### config.mk
export PLATFORM = sky130hd
export DESIGN_NAME = grant_index_arbiter
export DESIGN_NICKNAME = d
export VERILOG_FILES = /design/src/rtl/grant_index_arbiter.sv
export SDC_FILE = /design/constraint.sdc
export NUM_CORES = 1
export LEC_CHECK = 0
export CAP_MARGIN = 20
export CORE_AREA = 2 2 39 41
export CTS_BUF_LIST = sky130_fd_sc_hd__clkbuf_8
export DETAILED_ROUTE_END_ITERATION = 10
export DIE_AREA = 0 0 41 43
export PLACE_DENSITY = 0.91
export SYNTH_ARGS = -nofsm -noshare
export SYNTH_HDL_FRONTEND = slang
export SYNTH_SLANG_ARGS = --single-unit
### constraint.sdc
create_clock -name clk -period 2.98 [get_ports clk]
set_input_delay 0.894 -clock clk [delete_from_list [all_inputs] [get_ports clk]]
set_output_delay 0.894 -clock clk [all_outputs]
set_load 0.02 [all_outputs]
### src/rtl/grant_index_arbiter.sv
// grant_index_arbiter
//   Eight-requester arbiter that picks one active request and presents the
//   winner as a registered 3-bit index. The index feeds the select input of
//   the downstream 3-to-8 decoder. Each grant is held until it is released or
//   until the hold limit expires. A single GAP cycle follows every grant.
//
//   Build option:
//     ARB_RR_EN defined   - round-robin search starting at ptr; ptr moves past
//                           each released winner.
//     ARB_RR_EN undefined - fixed priority; the lowest set request bit wins.
//
//   Parameters:
//     MAX_HOLD - maximum number of cycles gnt_vld stays high for one grant
//                (1 .. 2**CNT_W-1)
//     CNT_W    - width of the hold counter
//
//   Ports:
//     clk     in   1  rising-edge clock
//     rst     in   1  asynchronous active-high reset
//     req     in   8  request vector, bit i = requester i
//     done    in   1  release strobe from the current owner (GRANT only)
//     gnt_idx out  3  registered winner index
//     gnt_vld out  1  gnt_idx holds a valid grant
//     timeout out  1  high during the GAP cycle that follows a forced release
module grant_index_arbiter #(
  parameter int unsigned MAX_HOLD = 15,
  parameter int unsigned CNT_W    = 4
) (
  input  logic       clk,
  input  logic       rst,
  input  logic [7:0] req,
  input  logic       done,
  output logic [2:0] gnt_idx,
  output logic       gnt_vld,
  output logic       timeout
);

  typedef enum logic [1:0] {
    IDLE  = 2'd0,
    GRANT = 2'd1,
    GAP   = 2'd2
  } state_t;

  state_t           state, state_nxt;
  logic [CNT_W-1:0] cnt, cnt_nxt;
  logic [2:0]       idx_nxt;
  logic             vld_nxt;
  logic             to_nxt;
  logic             release_now;

  // Starting point of the arbitration search
  logic [2:0]       base;

`ifdef ARB_RR_EN
  logic [2:0] ptr, ptr_nxt;
  assign base = ptr;
`else
  assign base = '0;
`endif

  // Winner: first set request bit searching upward from base, wrapping 7 to 0.
  logic [2:0] winner;
  logic [2:0] cand;
  logic       found;

  always_comb begin
    winner = '0;
    cand   = '0;
    found  = 1'b0;
    for (int unsigned i = 0; i < 8; i++) begin
      cand = base + 3'(i);
      if (!found && req[cand]) begin
        winner = cand;
        found  = 1'b1;
      end
    end
  end

  always_comb begin
    state_nxt   = state;
    cnt_nxt     = cnt;
    idx_nxt     = gnt_idx;
    vld_nxt     = gnt_vld;
    to_nxt      = timeout;
    release_now = 1'b0;
`ifdef ARB_RR_EN
    ptr_nxt     = ptr;
`endif
    case (state)
      IDLE: begin
        vld_nxt = 1'b0;
        if (|req) begin
          idx_nxt   = winner;
          vld_nxt   = 1'b1;
          cnt_nxt   = CNT_W'(1);
          state_nxt = GRANT;
        end
      end
      GRANT: begin
        // Owner release takes precedence over the hold limit
        if (done || !req[gnt_idx]) begin
          release_now = 1'b1;
        end else if (cnt == CNT_W'(MAX_HOLD)) begin
          release_now = 1'b1;
          to_nxt      = 1'b1;
        end else begin
          cnt_nxt = cnt + CNT_W'(1);
        end
        if (release_now) begin
          state_nxt = GAP;
          vld_nxt   = 1'b0;
`ifdef ARB_RR_EN
          ptr_nxt   = gnt_idx + 3'd1;
`endif
        end
      end
      GAP: begin
        to_nxt    = 1'b0;
        state_nxt = IDLE;
      end
      default: begin
        state_nxt = IDLE;
        vld_nxt   = 1'b0;
        to_nxt    = 1'b0;
      end
    endcase
  end

  always_ff @(posedge clk or posedge rst) begin
    if (rst) begin
      state   <= IDLE;
      cnt     <= '0;
      gnt_idx <= '0;
      gnt_vld <= 1'b0;
      timeout <= 1'b0;
`ifdef ARB_RR_EN
      ptr     <= '0;
`endif
    end else begin
      state   <= state_nxt;
      cnt     <= cnt_nxt;
      gnt_idx <= idx_nxt;
      gnt_vld <= vld_nxt;
      timeout <= to_nxt;
`ifdef ARB_RR_EN
      ptr     <= ptr_nxt;
`endif
    end
  end

endmodule

==> flow_summary.yaml, run 1 <==
routing:
  dr.pass1.iters: 4
  vias: 611
  ant_nets: 0
  via_per_inst: 5.71
  avgRoutedWirePerCell_um: 14.3
  drc: 0
  drt_iter0_markers: 11
  wl_mm: 1.54
cts:
  hold_buffers: 0
  clock_latency_ps: 240
  cts-root-buf: "clkbuf_8"
  cts_num_sinks: 11
  cts_made_buffers: 3
  post_cts_buffers: 0
  cts_tree: "done"
  htree_levels: 1
  cts_resized: 0
  clkTransAtPathRegs_ps: 50
  cts_max_path_buffers: 2
placement:
  portBuffers: 15
  gp_congestion: 0.794
  dp_hpwl_mm: 1.13
  dpl-instance-area_um2: 846
final_layout:
  mostFrequentLayoutCell: "clkdlybuf4s50_1"
  num-nets-final: 104
  drive_gt1_share_pct: 13.2
  fin_util_pct: 64.4
  multi_input_area_um2: 382
  final_area_um2: 891
  fillCellCount: 138
  seqCellArea_um2: 275
  num_antenna_cells: 0
  area_growth_syn_to_layout_pct: 31.9
  final_cell_mix: "clkdlybuf4s50_1 (15), nor2_1 (11), dfrtp_1 (11)"
hold_path:
  min_path_type: "flop to flop"
synthesis:
  synth_fa_ha_area_share_pct: 1.85
  synth-seq-area-share_pct: 40.7
  ys.warnings.count: 0
  syn_area_um2: 676
  syn_inst: 72
  synth_top_family_by_area: "compound AO/OA/AOI/OAI gates"
  avgSynthCellArea_um2: 9.38
  synth_enable_flop_cells: 0
  netlist_top_cells_area: "dfrtp_1 (41%), nor2_1 (6.1%), mux2_2 (5.0%)"
  ys_ff_latch: 11
  synth_simple_gate_area_share_pct: 23.9
  synth-compound-area-share_pct: 24.3
  async_flop_share_pct: 100
  synth_ff_type: "dfrtp_1"
  synth-xor-area-share_pct: 0
  synth_top_area_cell: "dfrtp_1"
  synth_cell_types: 31
  syn-num-nets: 84
  synth.area.mux_share_pct: 6.48
  yosysTopAreaCellShare_pct: 40.7
global_routing:
  grt_antenna_before_repair: 0
  grt_max_degree: 12
  grt_pass1_vias: 591
  grt_usage_pct: 20.5
  grt_first_pass_wirelength_mm: 2.36
  gr-total-overflow: 0
floorplanning:
  die_h_um: 43
  dieArea_um2: 1760
  io_pins: 16
  initial_utilization_pct: 48.8
  die_w_um: 41
  fp-row-count: 14
  core_um2: 1380
timing:
  holdWs_ps: 521
  final_hold_viol_count: 0
  tns_ps: 0
  tightest_slew_ps: 616
  skew_ps: 0.450
  finalCritPeriodShare_pct: 86.6
  rsz0062_at_grt: "no"
  finalMaxSlewViolations: 0
  slew_headroom_pct: 58.7
  setup_viol: 0
  max_freq_mhz: 387
  post-route-min-period_ps: 2580
pwr:
  peakVddDrop_uv: 426
  p_leak_nw: 0.374
  powerDensity_nw_per_um2: 943
critical_path:
  cpLargestDelayFamily: "simple AND/OR/NAND/NOR gates"
  max_stage_delay_ps: 480
  cp_cell_sequence: "clkdlybuf4s50_1 > nor4_1 > a311oi_1 > nor2_1 > or2_0 > o2bb2ai_1"
  cp_max_fo: 5
  end_kind: "flop"
  worstPathArrival_ps: 2700
  criticalPathCategory: "primary input to flop"
  crit_slowest_cell: "nor4_1"
  crit_buf_inv: 1
  cp.required_ps: 3100
  startpoint_type: "primary input"
run:
  drv_cap: 0
status:
  outcome: "finished clean"
[area by class of cell]
class,count,area share (%)
Inverter,5,2.11
Tap cell,16,2.25
Multi-Input combinational cell,56,42.8
Sequential cell,11,30.9
Clock inverter,1,0.421
Clock buffer,3,4.63
Timing Repair Buffer,15,16.9
[logic make-up (layout without fill, tap and decap cells)]
logic type / after synthesis / in the layout
compound gates: 18 / 18
fa+ha+maj: 1 / 1
buf+inv: 5 / 24
flops: 11 / 11
mux: 4 / 4
simple gates: 33 / 33
[worst register-to-register path, delay by kind of cell (launching register included)]
kind,cells,cell delay (ps)
AO/OA/AOI/OAI,2,550
flip-flops,1,460
AND/OR/NAND/NOR,3,740
[layer usage]
layer | track usage, % | share of wire [%]
met5 | 0 | 0
met4 | 12.0 | 2.3
met3 | 3.14 | 5.3
met2 | 35.9 | 51
met1 | 20.9 | 41
[flip-flops by register name (all words and copies together), names as in the netlist]
signal   flops
cnt          4
gnt_idx      3
state        2
gnt_vld      1
timeout      1
[synthesized netlist by cell type, types with 2 or more instances]
cell	number
nand2b_1	2
a32oi_1	2
mux2_2	3
a21oi_1	4
dfrtp_1	11
nand2_1	7
nand3_1	2
nor3_1	3
nor2b_1	2
nor2_1	11
inv_1	5
[where the power goes]
group          switching (mW)  internal [mW]
Sequential             0.0821          0.210
Clock                  0.0540         0.0902
Combinational           0.211          0.192
Total                   0.348          0.493
[worst paths after layout]
kind	slack (ps)	start	end	depth (start not counted)
min in group asynchronous	950	rst	gnt_idx[1]$_DFFE_PP0P_	2
max reg2reg	1160	state[1]$_DFFE_PP0P_	cnt[0]$_DFFE_PP0P_	5
max in group asynchronous	1740	rst	cnt[3]$_DFFE_PP0P_	2
min	520	timeout$_DFFE_PP0P_	timeout$_DFFE_PP0P_	1
max	400	req[1]	cnt[0]$_DFFE_PP0P_	6
min reg2reg	520	timeout$_DFFE_PP0P_	timeout$_DFFE_PP0P_	1
[per-stage QoR]
stage               cells  total power [mW]  setup slack (ps)
finish                107             0.840               399
global route          107             0.900               280
CTS                   107             0.846               423
detailed placement    103             0.696               223
global placement      103             0.679               345
floorplan              72             0.554               946
(Power assumes the default switching activity.)
==> run 2, diff against run 1 <==
--- a/config.mk
+++ b/config.mk
@@ -6,11 +6,11 @@
 export NUM_CORES = 1
 export LEC_CHECK = 0
 export CAP_MARGIN = 20
-export CORE_AREA = 2 2 39 41
+export CORE_MARGIN = 2
+export CORE_UTILIZATION = 50
 export CTS_BUF_LIST = sky130_fd_sc_hd__clkbuf_8
 export DETAILED_ROUTE_END_ITERATION = 10
-export DIE_AREA = 0 0 41 43
-export PLACE_DENSITY = 0.91
+export PLACE_DENSITY = 0.9
 export SYNTH_ARGS = -nofsm -noshare
 export SYNTH_HDL_FRONTEND = slang
 export SYNTH_SLANG_ARGS = --single-unit
==> constraint.sdc (replaced) <==
create_clock -name clk -period 2.4 [get_ports clk]
set_input_delay 0.72 -clock clk [delete_from_list [all_inputs] [get_ports clk]]
set_output_delay 0.72 -clock clk [all_outputs]
set_load 0.02 [all_outputs]
==> flow_summary.yaml, run 2 (synthesized netlist as in run 1, its figures left out) <==
status:
  outcome: "finished clean"
timing:
  slew_headroom_pct: 66.6
  setup_viol: 0
  skew_ps: 3.95
  rsz0062_at_grt: "no"
  finalMaxSlewViolations: 0
  final_hold_viol_count: 0
  tns_ps: 0
  tightest_slew_ps: 496
  finalCritPeriodShare_pct: 94.6
  post-route-min-period_ps: 2270
  max_freq_mhz: 440
  fin_ws_ps: 130
pwr:
  power_frac_seq_pct: 32.9
  power.switching_uw: 460
  p_leak_nw: 0.414
  pwr-share-clk_pct: 16.6
  swShare_pct: 41.3
  powerDensity_nw_per_um2: 1170
  total_power_mw: 1.11
  combPwrFrac_pct: 50.4
  peakVddDrop_uv: 641
  internal_power_uw: 653
critical_path:
  worstPathArrival_ps: 2390
  end_kind: "flop"
  startpoint_type: "primary input"
  crit_buf_inv: 2
  cp_cell_sequence: "clkdlybuf4s50_1 > nor4_1 > a311oi_1 > nor2_1 > buf_4 > or2_0 > o2bb2ai_1"
  cp_max_fo: 5
  criticalPathCategory: "primary input to flop"
  cpLargestDelayFamily: "simple AND/OR/NAND/NOR gates"
  cp.required_ps: 2520
  crit_slowest_cell: "nor4_1"
  max_stage_delay_ps: 500
final_layout:
  final_cell_mix: "clkdlybuf4s50_1 (15), nor2_1 (11), dfrtp_1 (11)"
  mostFrequentLayoutCell: "clkdlybuf4s50_1"
  regMostFlops: "cnt"
  num-nets-final: 112
  final_area_um2: 950
  largest_reg_flops: 4
  largestRegisters: "cnt (4), gnt_idx (3), state (2)"
  num_antenna_cells: 0
  drive_gt1_share_pct: 20.2
  area_growth_syn_to_layout_pct: 40.6
cts:
  cts_tree: "done"
  htree_levels: 1
  post_cts_buffers: 0
  clock_latency_ps: 240
  cts_max_path_buffers: 2
  cts_resized: 0
  clkTransAtPathRegs_ps: 50
  cts_made_buffers: 3
  cts_num_sinks: 11
  cts-root-buf: "clkbuf_8"
  hold_buffers: 0
routing:
  drc: 0
  wl_mm: 1.77
  vias: 668
  dr.pass1.iters: 4
  drt_iter0_markers: 12
  via_per_inst: 5.86
  avgRoutedWirePerCell_um: 15.5
  ant_nets: 0
global_routing:
  grt_pass1_vias: 602
  gr-total-overflow: 0
  grt_max_degree: 12
  grt_usage_pct: 24.5
  use_met2_pct: 39.7
  grtUsageMet3_pct: 7.07
  grt_first_pass_wirelength_mm: 2.59
  grt_antenna_before_repair: 0
  gr-max-usage-layer: "met2"
  grt_use_met1_pct: 27.4
floorplanning:
  dieArea_um2: 1660
  initial_utilization_pct: 52.6
  io_pins: 16
  die_w_um: 40.8
  core_um2: 1280
  die_h_um: 40.8
  fp-row-count: 13
placement:
  dp_hpwl_mm: 1.35
  gp_congestion: 0.744
  place_ws_ps: -77.9
  dpl-instance-area_um2: 905
  portBuffers: 15
hold_path:
  min_path_type: "flop to flop"
run:
  drv_cap: 0
run 2: power groups by stage:
stage / clock network (mW) / registers, mW / logic, mW
detailed placement: 0 / 0.364 / 0.559
global route: 0.197 / 0.375 / 0.608
floorplan: 0 / 0.383 / 0.305
finish: 0.185 / 0.367 / 0.562
global placement: 0 / 0.356 / 0.537
CTS: 0.186 / 0.362 / 0.562
run 2: cell type report:
cell class,instances,area [µm²]
sequential,11,275
inverter,5,18.8
timing repair buffer,23,210
tap,15,18.8
multi-input combinational,56,382
fill,99,335
clock inverter,1,3.75
clock buffer,3,41.3
run 2: metrics by stage:
stage / util (%) / cells / hold WS, ps
after floorplan: - / 72 / 490
after global placement: 70.4 / 110 / 502
after detailed placement: 70.4 / 110 / 503
after CTS: 73.9 / 114 / 514
after global routing: 73.9 / 114 / 539
final: 73.9 / 114 / 518
run 2: routing by layer:
metal | wire (µm) | share of wire, %
met5 | 0 | 0
met4 | 65 | 3.7
met3 | 97 | 5.5
met2 | 869 | 49
met1 | 734 | 42
run 2: worst register-to-register path, stage by stage, from the launching register on:
cell and delay (ps):
dfrtp_1 460, nand2b_1 280, a31oi_1 190, buf_4 170, nor2_1 50, buf_4 170
or2_0 190, o2bb2ai_1 140
run 2: path summary, 6_finish.rpt:
path / startpoint / to / slack, ps / cells after the start
worst min register to register: timeout$_DFFE_PP0P_ / timeout$_DFFE_PP0P_ / 520 / 1
worst max register to register: state[1]$_DFFE_PP0P_ / cnt[0]$_DFFE_PP0P_ / 670 / 7
worst max-delay path: req[1] / cnt[0]$_DFFE_PP0P_ / 130 / 7
min in group asynchronous: rst / cnt[2]$_DFFE_PP0P_ / 770 / 2
worst min-delay path: timeout$_DFFE_PP0P_ / timeout$_DFFE_PP0P_ / 520 / 1
max in group asynchronous: rst / state[0]$_DFFE_PP0P_ / 1330 / 2
==> run 3, diff against run 2 <==
--- a/config.mk
+++ b/config.mk
@@ -7,10 +7,10 @@
 export LEC_CHECK = 0
 export CAP_MARGIN = 20
 export CORE_MARGIN = 2
-export CORE_UTILIZATION = 50
+export CORE_UTILIZATION = 35
 export CTS_BUF_LIST = sky130_fd_sc_hd__clkbuf_8
 export DETAILED_ROUTE_END_ITERATION = 10
-export PLACE_DENSITY = 0.9
+export PLACE_DENSITY = 0.7
 export SYNTH_ARGS = -nofsm -noshare
 export SYNTH_HDL_FRONTEND = slang
 export SYNTH_SLANG_ARGS = --single-unit
==> flow_summary.yaml, run 3 (synthesized netlist as in run 1, its figures left out) <==
status:
  outcome: "finished clean"
global_routing:
  grt_max_degree: 12
  grt_usage_pct: 16.0
  gr-total-overflow: 0
  grt_pass1_vias: 598
  grt_antenna_before_repair: 0
  grt_first_pass_wirelength_mm: 2.53
floorplanning:
  die_h_um: 47.9
  dieArea_um2: 2300
  initial_utilization_pct: 38.3
  io_pins: 16
  core_um2: 1760
  fp-row-count: 15
  die_w_um: 47.9
cts:
  cts_made_buffers: 3
  cts_max_path_buffers: 2
  hold_buffers: 0
  post_cts_buffers: 0
  htree_levels: 1
  cts_resized: 0
  cts_num_sinks: 11
  cts_tree: "done"
  clkTransAtPathRegs_ps: 50
  clock_latency_ps: 240
  cts-root-buf: "clkbuf_8"
pwr:
  total_power_mw: 1.08
  peakVddDrop_uv: 626
  internal_power_uw: 648
  combPwrFrac_pct: 50.3
  powerDensity_nw_per_um2: 1140
  pwr-share-clk_pct: 16.6
  power.switching_uw: 434
  p_leak_nw: 0.404
  power_frac_seq_pct: 33.1
  swShare_pct: 40.1
critical_path:
  cp_max_fo: 3
  worstPathArrival_ps: 2320
  max_stage_delay_ps: 450
  crit_slowest_cell: "clkdlybuf4s50_1"
  criticalPathCategory: "primary input to flop"
  startpoint_type: "primary input"
  crit_buf_inv: 2
  cp_cell_sequence: "clkdlybuf4s50_1 > nor4_1 > a311oi_1 > buf_4 > a311o_2"
  cpLargestDelayFamily: "buffers and inverters"
  end_kind: "flop"
  cp.required_ps: 2520
final_layout:
  drive_gt1_share_pct: 18.6
  fillCellCount: 178
  regMostFlops: "cnt"
  largest_reg_flops: 4
  area_growth_syn_to_layout_pct: 40.2
  final_cell_mix: "clkdlybuf4s50_1 (15), nor2_1 (11), dfrtp_1 (11)"
  largestRegisters: "cnt (4), gnt_idx (3), state (2)"
  mostFrequentLayoutCell: "clkdlybuf4s50_1"
  fin_util_pct: 53.7
  num_antenna_cells: 0
  num-nets-final: 110
timing:
  slew_headroom_pct: 71.8
  skew_ps: 2.76
  holdWs_ps: 512
  max_freq_mhz: 454
  finalMaxSlewViolations: 0
  finalCritPeriodShare_pct: 91.8
  post-route-min-period_ps: 2200
  setup_viol: 0
  rsz0062_at_grt: "no"
  final_hold_viol_count: 0
  tightest_slew_ps: 419
routing:
  drc: 0
  dr.pass1.iters: 3
  drt_iter0_markers: 6
  wl_mm: 1.52
  ant_nets: 0
  via_per_inst: 5.31
  avgRoutedWirePerCell_um: 12.5
  vias: 648
hold_path:
  min_path_type: "flop to flop"
placement:
  dp_hpwl_mm: 1.19
  gp_congestion: 0.821
  portBuffers: 15
run:
  drv_cap: 0
==> run 3: changes by cell type in the layout (fill, tap and decap cells not counted) <==
cell and change:
buf_4 -2
==> run 3: final timing paths <==
| path | startpoint | end | slack, ps | cells after the start |
|---|---|---|---|---|
| min in group asynchronous | rst | gnt_idx[1]$_DFFE_PP0P_ | 770 | 2 |
| max | req[1] | gnt_vld$_DFFE_PP0P_ | 200 | 5 |
| max reg2reg | gnt_idx[0]$_DFFE_PP0P_ | gnt_vld$_DFFE_PP0P_ | 710 | 4 |
| min | timeout$_DFFE_PP0P_ | timeout$_DFFE_PP0P_ | 510 | 1 |
| min reg2reg | timeout$_DFFE_PP0P_ | timeout$_DFFE_PP0P_ | 510 | 1 |
| max in group asynchronous | rst | gnt_vld$_DFFE_PP0P_ | 1340 | 2 |
==> run 3: layout make-up <==
| type | instances | area, µm² | share of cell area (%) |
|---|---|---|---|
| multi-input cells | 56 | 382 | 40.3 |
| flip-flops and latches | 11 | 275 | 29.1 |
| inverters | 5 | 18.8 | 1.98 |
| clock buffers | 3 | 41.3 | 4.36 |
| repair buffers | 21 | 195 | 20.6 |
| clock inverters | 1 | 3.75 | 0.396 |
| well taps | 25 | 31.3 | 3.30 |
==> run 3: power groups by stage <==
stage,sequential [mW],clock (mW),combinational (mW)
after CTS,0.357,0.184,0.550
after global placement,0.358,0,0.546
after detailed placement,0.360,0,0.547
after global routing,0.371,0.196,0.600
after floorplan,0.383,0,0.305
final,0.358,0.180,0.544
==> run 3: metrics by stage <==
step           cells  setup WS, ps  instance area (µm²)  setup TNS [ps]
3_5_place_dp     118         -38.5                  902            -115
5_1_grt          122          88.1                  947               0
6_report         122           196                  947               0
3_3_place_gp     118         -23.4                  902           -33.1
2_1_floorplan     72           540                  676               0
4_1_cts          122           193                  947               0
==> run 3: layer usage <==
metal | wire, µm | share of wire, % | vias up | GRT usage, %
met5 | 0 | 0 | - | 0
met4 | 25 | 1.6 | 0 | 4.86
met3 | 93 | 6.1 | 4 | 5.66
met2 | 718 | 47 | 18 | 26.4
met1 | 681 | 45 | 309 | 19.6
li1 | - | - | 317 | -
